[config.mk]
export PLATFORM = sky130hd
export DESIGN_NAME = pipe_hazard_ctrl
export DESIGN_NICKNAME = d
export VERILOG_FILES = /design/src/rtl/pipe_ctrl_pkg.sv /design/src/rtl/pipe_hazard_ctrl_hazard_detect.sv /design/src/rtl/pipe_hazard_ctrl.sv
export SDC_FILE = /design/constraint.sdc
export NUM_CORES = 1
export LEC_CHECK = 0
export CAP_MARGIN = 20
export CORE_MARGIN = 3
export CORE_UTILIZATION = 42
export DETAILED_ROUTE_END_ITERATION = 8
export PLACE_DENSITY = 0.93
export SETUP_SLACK_MARGIN = 0.3
export SYNTH_ARGS = -nofsm -noshare
export SYNTH_HDL_FRONTEND = slang
export SYNTH_HIERARCHICAL = 1
export SYNTH_SLANG_ARGS = --single-unit
[constraint.sdc]
create_clock -name clk -period 2.87 [get_ports clk]
set_input_delay 0.4305 -clock clk [delete_from_list [all_inputs] [get_ports clk]]
set_output_delay 0.4305 -clock clk [all_outputs]
set_load 0.02 [all_outputs]
[src/rtl/pipe_ctrl_pkg.sv]
// Shared pipeline-control definitions: FSM state encodings and control bundles.
// Used by pipe_hazard_ctrl, hazard_detect and the datapath pipeline registers.
// Optional feature macro consumed by the top: PIPE_PERF_CNT_EN (stall counter).
package pipe_ctrl_pkg;

  // FSM state encodings (plain constants so legacy datapath code can compare them)
  typedef logic [1:0] state_t;
  localparam state_t ST_RUN      = 2'd0;
  localparam state_t ST_MEM_WAIT = 2'd1;
  localparam state_t ST_DRAIN    = 2'd2;
  localparam state_t ST_HALTED   = 2'd3;

  // Architectural zero register never produces a hazard
  localparam logic [4:0] REG_ZERO = 5'd0;

  // Control bundle driven into the PC and pipeline registers
  typedef struct packed {
    logic pc_write;
    logic if_id_write;
    logic if_id_flush;
    logic id_ex_bubble;
    logic ex_mem_hold;
    logic mem_wb_bubble;
  } ctrl_t;

  // Free-running pipeline, no events
  localparam ctrl_t CTRL_RUN       = '{1'b1, 1'b1, 1'b0, 1'b0, 1'b0, 1'b0};
  // Frozen pipeline (reset / halted)
  localparam ctrl_t CTRL_STALLED   = '{1'b0, 1'b0, 1'b0, 1'b1, 1'b0, 1'b1};
  // Data memory not ready: hold EX/MEM, feed bubbles into WB
  localparam ctrl_t CTRL_MEM_STALL = '{1'b0, 1'b0, 1'b0, 1'b0, 1'b1, 1'b1};

endpackage

[src/rtl/pipe_hazard_ctrl_hazard_detect.sv]
// hazard_detect: combinational load-use compare between the ID sources and the EX load.
// Ports: id_rs_i/id_rt_i + uses flags (ID reader), ex_mem_read_i/ex_write_reg_i (EX load),
//        load_use_o (ID must wait one cycle for the load data).
module hazard_detect
  import pipe_ctrl_pkg::*;
(
  input  logic [4:0] id_rs_i,
  input  logic [4:0] id_rt_i,
  input  logic       id_uses_rs_i,
  input  logic       id_uses_rt_i,
  input  logic       ex_mem_read_i,
  input  logic [4:0] ex_write_reg_i,
  output logic       load_use_o
);

  logic rs_hit;
  logic rt_hit;

  assign rs_hit     = id_uses_rs_i && (id_rs_i == ex_write_reg_i);
  assign rt_hit     = id_uses_rt_i && (id_rt_i == ex_write_reg_i);
  assign load_use_o = ex_mem_read_i && (ex_write_reg_i != REG_ZERO) && (rs_hit || rt_hit);

endmodule

[src/rtl/pipe_hazard_ctrl.sv]
// pipe_hazard_ctrl: stall/flush controller for the 5-stage pipeline (FSM RUN/MEM_WAIT/DRAIN/HALTED).
// Ports: hazard sources from ID/EX/MEM, dmem handshake, halt request; drives PC/IF-ID/ID-EX/
//        EX-MEM/MEM-WB enables, dmem_req, mem_err pulse, halted flag, stall counter (PIPE_PERF_CNT_EN).
module pipe_hazard_ctrl
  import pipe_ctrl_pkg::*;
#(
  parameter int MEM_TIMEOUT  = 255,
  parameter int DRAIN_CYCLES = 4,
  parameter int TO_W         = 8
) (
  input  logic        clk,
  input  logic        rst,
  input  logic [4:0]  i_ID_rs,
  input  logic [4:0]  i_ID_rt,
  input  logic        i_ID_UsesRs,
  input  logic        i_ID_UsesRt,
  input  logic        i_EX_MemRead,
  input  logic [4:0]  i_EX_WriteReg,
  input  logic        i_EX_BranchTaken,
  input  logic        i_MEM_MemRead,
  input  logic        i_MEM_MemWrite,
  input  logic        i_dmem_ready,
  input  logic        i_halt_req,
  output logic        o_PCWrite,
  output logic        o_IF_ID_Write,
  output logic        o_IF_ID_Flush,
  output logic        o_ID_EX_Bubble,
  output logic        o_EX_MEM_Hold,
  output logic        o_MEM_WB_Bubble,
  output logic        o_dmem_req,
  output logic        o_mem_err,
  output logic        o_halted,
  output logic [31:0] o_stall_cycles
);

  localparam int DR_W = (DRAIN_CYCLES > 1) ? $clog2(DRAIN_CYCLES) : 1;

  state_t          state_q, state_d;
  logic [TO_W-1:0] to_cnt_q, to_cnt_d;
  logic [DR_W-1:0] dr_cnt_q, dr_cnt_d;

  logic  load_use;
  logic  mem_access;
  logic  timeout;
  logic  mem_stall;
  ctrl_t ctrl_evt;
  ctrl_t ctrl;
  logic  dmem_req;
  logic  mem_err;
  logic  halted;

  hazard_detect u_hazard_detect (
    .id_rs_i        (i_ID_rs),
    .id_rt_i        (i_ID_rt),
    .id_uses_rs_i   (i_ID_UsesRs),
    .id_uses_rt_i   (i_ID_UsesRt),
    .ex_mem_read_i  (i_EX_MemRead),
    .ex_write_reg_i (i_EX_WriteReg),
    .load_use_o     (load_use)
  );

  assign mem_access = i_MEM_MemRead | i_MEM_MemWrite;

  // The timeout fires on the MEM_TIMEOUT-th wait cycle counted by to_cnt
  // (counter value MEM_TIMEOUT-1 before its increment). RUN never times out:
  // its first stall cycle just enters MEM_WAIT with a fresh counter.
  assign timeout   = (state_q != ST_RUN) && (to_cnt_q == TO_W'(MEM_TIMEOUT - 1));
  assign mem_stall = mem_access && !i_dmem_ready && !timeout;

  // Branch / load-use priority used whenever no memory stall is active.
  always_comb begin
    ctrl_evt = CTRL_RUN;
    if (i_EX_BranchTaken) begin
      ctrl_evt.if_id_flush  = 1'b1;
      ctrl_evt.id_ex_bubble = 1'b1;
    end else if (load_use) begin
      ctrl_evt.pc_write     = 1'b0;
      ctrl_evt.if_id_write  = 1'b0;
      ctrl_evt.id_ex_bubble = 1'b1;
    end
  end

  always_comb begin
    state_d  = state_q;
    to_cnt_d = to_cnt_q;
    dr_cnt_d = dr_cnt_q;
    ctrl     = CTRL_RUN;
    dmem_req = 1'b0;
    mem_err  = 1'b0;
    halted   = 1'b0;

    case (state_q)
      ST_RUN: begin
        dmem_req = mem_access;
        if (mem_stall) begin
          ctrl    = CTRL_MEM_STALL;
          state_d = ST_MEM_WAIT;
        end else begin
          ctrl = ctrl_evt;
          if (i_halt_req) state_d = ST_DRAIN;
        end
      end

      ST_MEM_WAIT: begin
        dmem_req = mem_access;
        if (mem_stall) begin
          ctrl     = CTRL_MEM_STALL;
          to_cnt_d = to_cnt_q + TO_W'(1);
        end else begin
          // Release cycle: a branch held at the EX input is acted on now
          ctrl    = ctrl_evt;
          mem_err = mem_access && !i_dmem_ready;
          state_d = i_halt_req ? ST_DRAIN : ST_RUN;
        end
      end

      ST_DRAIN: begin
        dmem_req = mem_access;
        if (mem_stall) begin
          // Drain count pauses while memory holds the back end
          ctrl     = CTRL_MEM_STALL;
          to_cnt_d = to_cnt_q + TO_W'(1);
        end else if (load_use && !i_EX_BranchTaken) begin
          // Keep the dependent ID instruction alive; drain count pauses
          ctrl     = ctrl_evt;
          mem_err  = mem_access && !i_dmem_ready;
          to_cnt_d = '0;
        end else begin
          ctrl              = CTRL_RUN;
          ctrl.pc_write     = 1'b0;
          ctrl.if_id_flush  = 1'b1;
          ctrl.id_ex_bubble = i_EX_BranchTaken;
          mem_err           = mem_access && !i_dmem_ready;
          to_cnt_d          = '0;
          if (dr_cnt_q == DR_W'(DRAIN_CYCLES - 1)) begin
            state_d = ST_HALTED;
          end else begin
            dr_cnt_d = dr_cnt_q + DR_W'(1);
          end
        end
      end

      default: begin // ST_HALTED
        ctrl   = CTRL_STALLED;
        halted = 1'b1;
        if (!i_halt_req) state_d = ST_RUN;
      end
    endcase

    // Both counters restart on every state change
    if (state_d != state_q) begin
      to_cnt_d = '0;
      dr_cnt_d = '0;
    end

    if (rst) begin
      ctrl     = CTRL_STALLED;
      dmem_req = 1'b0;
      mem_err  = 1'b0;
      halted   = 1'b0;
    end
  end

  always_ff @(posedge clk) begin
    if (rst) begin
      state_q  <= ST_RUN;
      to_cnt_q <= '0;
      dr_cnt_q <= '0;
    end else begin
      state_q  <= state_d;
      to_cnt_q <= to_cnt_d;
      dr_cnt_q <= dr_cnt_d;
    end
  end

  assign o_PCWrite       = ctrl.pc_write;
  assign o_IF_ID_Write   = ctrl.if_id_write;
  assign o_IF_ID_Flush   = ctrl.if_id_flush;
  assign o_ID_EX_Bubble  = ctrl.id_ex_bubble;
  assign o_EX_MEM_Hold   = ctrl.ex_mem_hold;
  assign o_MEM_WB_Bubble = ctrl.mem_wb_bubble;
  assign o_dmem_req      = dmem_req;
  assign o_mem_err       = mem_err;
  assign o_halted        = halted;

`ifdef PIPE_PERF_CNT_EN
  logic [31:0] stall_cnt_q, stall_cnt_d;

  always_comb begin
    stall_cnt_d = stall_cnt_q;
    if (!ctrl.pc_write && (state_q != ST_HALTED) && (stall_cnt_q != 32'hFFFF_FFFF)) begin
      stall_cnt_d = stall_cnt_q + 32'd1;
    end
  end

  always_ff @(posedge clk) begin
    if (rst) stall_cnt_q <= '0;
    else     stall_cnt_q <= stall_cnt_d;
  end

  assign o_stall_cycles = stall_cnt_q;
`else
  assign o_stall_cycles = 32'd0;
`endif

endmodule

# ---- Word level (Yosys, flattened, before mapping)
# Cells that the tools add are included.
# W data, S select, Z words.
dict set report classes {
  eq_ne 8
  addsub 2
  muxes 29
  reduce_logical 22
  bitwise 4
}
# op n
set ops {}
lappend ops {{$mux W6} 4}
lappend ops {{$mux W2} 10}
lappend ops {{$mux W8} 2}
lappend ops {{$pmux W8 S2} 1}
lappend ops {{$pmux W6 S2} 1}
lappend ops {{$eq A5 B5 Y1} 2}
lappend ops {{$mux W1} 10}
lappend ops {{$add A8 B1 Y8 const B} 1}
lappend ops {{$eq A8 B8 Y1 const B} 1}
lappend ops {{$logic_and A1 B1 Y1} 8}
lappend ops {{$pmux W2 S3} 1}
lappend ops {{$reduce_or A2 Y1} 3}
lappend ops {{$reduce_bool A5 Y1} 1}
lappend ops {{$eq A2 B2 Y1 const B} 2}
lappend ops {{$reduce_and A4 Y1} 1}
lappend ops {{$reduce_bool A2 Y1} 2}
lappend ops {{$logic_not A1 Y1} 3}
lappend ops {{$not A1 Y1} 3}
lappend ops {{$reduce_or A3 Y1} 1}
lappend ops {{$add A2 B1 Y2 const B} 1}
lappend ops {{$eq A2 B1 Y1 const B} 1}
lappend ops {{$logic_not A2 Y1} 1}
lappend ops {{$ne A2 B2 Y1} 1}
lappend ops {{$ne A2 B2 Y1 const B} 1}
lappend ops {{other kinds (3)} 3}
dict set report word_totals {
  ff_bits 12
  inputBits 25
  out_inout_bits 41
}

# ---- Logic depth before layout (Yosys ltp)
dict set report logic_depth {
  word_depth 10
  ltp_mapped 9
}

# ---- By module
# Netlist, hierarchy kept.
# mod area_per_inst_um2 instances seq_area_each_um2 cells_per_inst
set modules_own_cells {}
lappend modules_own_cells {pipe_hazard_ctrl 1281.2 1 240.2 159}
lappend modules_own_cells {hazard_detect 133.9 1 0.0 17}

# ---- Worst setup path before layout
# OpenSTA, ideal clock, no wires.
dict set report synth_path {
  path_type {register to output}
  startpoint {reg state_q[0]}
  endpoint {out o_ID_EX_Bubble}
  path_buffers 1
  path_stages_with_launch 7
  arrival_time_ns 1.918
  setup_slack_ns 0.521
  path_cell_list {dfxtp_1 inv_1 ha_1 buf_2 nand4b_4 o21a_1 o31ai_1}
}
dict set report synth_via {
  elab_chain_cells 7
  word_cells_on_any_way 12
  classes_between {2 x eq/ne; 4 x mux; 6 x reduce/logical}
}
# element line_no
set synth_lines {}
lappend synth_lines {{start: declaration} pipe_hazard_ctrl.sv:38} ;# state_t state_q, state_d;
lappend synth_lines {{start signal: assignment} pipe_hazard_ctrl.sv:170} ;# state_q <= state_d;
lappend synth_lines {{$reduce_bool A2 Y1} pipe_hazard_ctrl.sv:67} ;# assign timeout = (state_q != ST_RUN) && (to_cnt_q == TO_W'(MEM_TIMEOUT - 1));
lappend synth_lines {{$logic_and A1 B1 Y1} pipe_hazard_ctrl.sv:67}
lappend synth_lines {{$logic_not A1 Y1} pipe_hazard_ctrl.sv:68} ;# assign mem_stall = mem_access && !i_dmem_ready && !timeout;
lappend synth_lines {{$logic_and A1 B1 Y1} pipe_hazard_ctrl.sv:68}
lappend synth_lines {{$mux W6, on equally long branches} {pipe_hazard_ctrl.sv:119, pipe_hazard_ctrl.sv:95, pipe_hazard_ctrl.sv:106}}
lappend synth_lines {{$pmux W6 S2 *} pipe_hazard_ctrl.sv:92} ;# case (state_q)
lappend synth_lines {{$mux W6 *} pipe_hazard_ctrl.sv:156} ;# if (rst) begin
lappend synth_lines {{end: declaration} pipe_hazard_ctrl.sv:27} ;# output logic o_ID_EX_Bubble,
# Mark *: on every way between the ends. The rest lies on a longest branch, timed or not.

# ---- Final worst setup path
dict set report layout_path {
  startpoint {in i_ID_rs[0]}
  endpoint {out o_ID_EX_Bubble}
}
dict set report layout_via {
  elab_chain_cells 10
  word_cells_on_any_way 12
  classes_between {1 x eq/ne; 7 x mux; 4 x reduce/logical}
}
# element line_no
set layout_lines {}
lappend layout_lines {{start: declaration} pipe_hazard_ctrl.sv:13} ;# input logic [4:0] i_ID_rs,
lappend layout_lines {{$eq A5 B5 Y1 *} pipe_hazard_ctrl_hazard_detect.sv:19} ;# assign rs_hit = id_uses_rs_i && (id_rs_i == ex_write_reg_i);
lappend layout_lines {{$logic_and A1 B1 Y1 *} pipe_hazard_ctrl_hazard_detect.sv:19}
lappend layout_lines {{$logic_or A1 B1 Y1 *} pipe_hazard_ctrl_hazard_detect.sv:21} ;# assign load_use_o = ex_mem_read_i && (ex_write_reg_i != REG_ZERO) && (rs_hit || rt_hit);
lappend layout_lines {{$logic_and A1 B1 Y1 *} pipe_hazard_ctrl_hazard_detect.sv:21}
lappend layout_lines {{via load_use} pipe_hazard_ctrl.sv:42} ;# logic load_use;
lappend layout_lines {{$mux W1} pipe_hazard_ctrl.sv:76} ;# end else if (load_use) begin
lappend layout_lines {{$mux W1} pipe_hazard_ctrl.sv:73} ;# if (i_EX_BranchTaken) begin
lappend layout_lines {{$mux W6} pipe_hazard_ctrl.sv:123} ;# end else if (load_use && !i_EX_BranchTaken) begin
lappend layout_lines {{$mux W6} pipe_hazard_ctrl.sv:119} ;# if (mem_stall) begin
lappend layout_lines {{$pmux W6 S2 *} pipe_hazard_ctrl.sv:92}
lappend layout_lines {{$mux W6 *} pipe_hazard_ctrl.sv:156}
# The timed path passes the listed nets; every way through them passes the cells marked *.

==> metrics.txt <==
initial core utilization=0.452; storage element area=241 µm²; CTS buffer count=3; I/O Buffers=33; Yosys top cell area share=0.170; DRT Pass-1 Iters=6; global-route wire length before repair=5.80 mm; H-tree levels=1; I/O pin cnt=66; Placed Cells=256; die span in y=64.0 µm; FFs w/ async S/R, synth=0; run status=complete, no violations; critical path required time=2.44 ns; top cells by area, synth=dfxtp_1 (17%), buf_4 (17%), ha_1 (6.2%), xor2_1 (5.6%), xnor2_1 (4.3%); Post-synth top cells=buf_4 (32), nor2_1 (14), dfxtp_1 (12), nor3_1 (12), xor2_1 (9); DRC violations left=0; reg2reg start=state_q[1]$_SDFF_PP0_; setup slack at placement=-0.208 ns; Critical Path Max Stage Delay=0.43 ns; worst hold stages=2; GPL Wtd Cong=0.864; unrepaired setup endpoints after global routing=true; area occupied by multi-input gates=1050 µm²; cts hold-fix bufs=0; measured slew at the worst slew-check pin=0.540 ns; crit path cell chain=clkdlybuf4s50_1 -> xor2_1 -> nor4_2 -> nand3_1 -> a21oi_2 -> nor2_1 -> o31ai_1 -> buf_2; critical path endpoint category=output pin; Rows=20; Setup-failing EPs final=0; Crit Path Max Fanout=2; Tot Pwr=651 µW; Post-synth EDFFs=0; CTS tree=done; CTS root buffer=clkbuf_4; Lkg Pwr=0.859 nW; DRT Wirelength=3.84 mm; antenna cells=0; Slew Viols, Final=0; Sink Count=12; Worst slew margin=0.640; Clk Latency, worst-skew pair=0.27 ns; Period Utilization, post-route=0.892; Die X=64.0 µm; sequential share of the synthesized area=0.170; ys flop type=dfxtp_1; Fill cells=267; clock skew=0.00225 ns; clock buffer depth=2; number of global-route vias before repair=1244; largest net degree at the start of global routing=13; Peak VDD IR=0.000218 V; Die ar.=4100 µm²; core box area=3130 µm²; Min-Delay Path Class=flop to flop; yosys warns=6; Non-Filler Instances=262; via/cell ratio=5.11; r2r endpoint=to_cnt_q[6]$_SDFFE_PP0P_; initial antenna violation count=0; cell accounting for the most synthesized area=dfxtp_1; Congestion Overflow GR=0; Final #Nets=251; Max Clock Freq=0.391 GHz; hold path start=dr_cnt_q[1]$_SDFFE_PP0P_; Critical Path Start Type=input pin; Hold Path Sink=dr_cnt_q[1]$_SDFFE_PP0P_; via count=1338; hpwl dp=2.79 mm; Worst R2R Path Depth=8; final worst-path setup slack=0.311 ns; ANT nets after route=0; drt wl/cell=14.6 µm; #FFs+latches synth=12; Synth cell types=49; Max Cap Violations=0; final hold violation count=0; Pwr Density=358 nW/µm²; First DRT Iteration DRCs=66; WP data arrival=2.13 ns; synth-to-layout area growth=28.6%; most numerous cell in the Yosys netlist=buf_4; Syn Inst Count=176; crit path kind=input pin to output pin; min cycle time layout=2.56 ns; Worst-path clk slew=0.07 ns; Mapped Area=1420 µm²; gr usage total=0.174; slowest CP cell=clkdlybuf4s50_1; layout cell share with drive strength beyond 1=0.183; Syn Area/Cell=8.04 µm²; register-to-register setup slack=0.76 ns; hold slack=0.553 ns
-- registers in the layout, indices dropped and copies added (netlist names) --
name and count:
to_cnt_q 8, state_q 2, dr_cnt_q 2
-- worst max-delay path by stage --
stage	start	end	slack [ns]	cells past startpoint
after floorplan	state_q[0]$_SDFF_PP0_	o_ID_EX_Bubble	0.52	6
after global placement	i_EX_WriteReg[2]	o_ID_EX_Bubble	-0.22	8
after detailed placement	i_EX_WriteReg[2]	o_ID_EX_Bubble	-0.21	8
after CTS	i_EX_WriteReg[2]	o_ID_EX_Bubble	0.17	8
after global routing	i_ID_rs[0]	o_ID_EX_Bubble	0.22	8
final	i_ID_rs[0]	o_ID_EX_Bubble	0.31	8
-- area by class of cell --
| type | instances | share of cell area |
|---|---|---|
| Sequential cell | 12 | 0.133 |
| Tap cell | 44 | 0.0302 |
| Inverter | 6 | 0.0124 |
| Multi-Input combinational cell | 152 | 0.575 |
| Clock buffer | 4 | 0.0199 |
| Timing Repair Buffer | 44 | 0.230 |
-- kinds of logic (layout without fill, tap and decap cells) --
family | count (synthesis) | in the layout | share of synthesized area
buffers and inverters | 43 | 54 | 0.202
xor gates and xnor gates | 16 | 16 | 0.0990
DFF | 12 | 12 | 0.170
other | 1 | 32 | 0.00265
adders and majority gates | 7 | 7 | 0.0619
and+or+nand+nor | 58 | 58 | 0.239
muxes | 3 | 3 | 0.0221
AOI/OAI and AO/OA | 36 | 36 | 0.203
-- critical path: cells and delay by family --
kind	cells	cell delay, ns
xor+xnor	1	0.17
buf+inv	2	0.63
simple gates	3	0.51
compound gates	2	0.39
-- cell usage in the layout (no fill, tap or decap), types with 2 or more instances in the layout --
master	instances
conb_1	32
clkdlybuf4s50_1	19
nor2_1	13
buf_4	13
nor3_1	11
dfxtp_1	11
xor2_1	9
dlymetal6s2s_1	9
nand3_1	8
xnor2_1	7
inv_1	6
nand2_1	6
a21oi_1	6
ha_1	6
o21ai_0	5
clkbuf_4	3
nand2b_1	2
o21ai_4	2
o21a_1	2
nor4_1	2
nor2b_1	2
a31oi_1	2
a2bb2oi_1	2
and3_1	2
mux2i_1	2
a211oi_1	2
buf_2	2
nor4_2	2
-- per-stage QoR --
step                area [µm²]   util  TNS, ns
floorplan                 1530      -        0
global placement          1720  0.550   -0.582
detailed placement        1720  0.550   -0.611
CTS                       1770  0.566        0
global route              1820  0.582        0
finish                    1820  0.582        0
-- where the power goes --
group	total, mW	leakage [nW]	switching (mW)	internal, mW
clock	0.131	0.0210	0.0538	0.0771
combinational	0.339	0.740	0.206	0.133
sequential	0.181	0.0974	0.00804	0.173
-- timing repair --
item / in CTS / in global routing
pin swaps: 1 / 7
setup buffers: 1 / 1
endpoints found under the setup margin: 7 / 15
gates resized for setup: 21 / 18
-- layer usage --
metal / wire, µm / share of wire / track usage
met2: 2040 / 0.53 / 0.306
met3: 237 / 0.062 / 0.0404
met5: 0 / 0 / 0
met1: 1490 / 0.39 / 0.217
met4: 72 / 0.019 / 0.0296
Note: power is estimated with default switching activity, not from simulation.
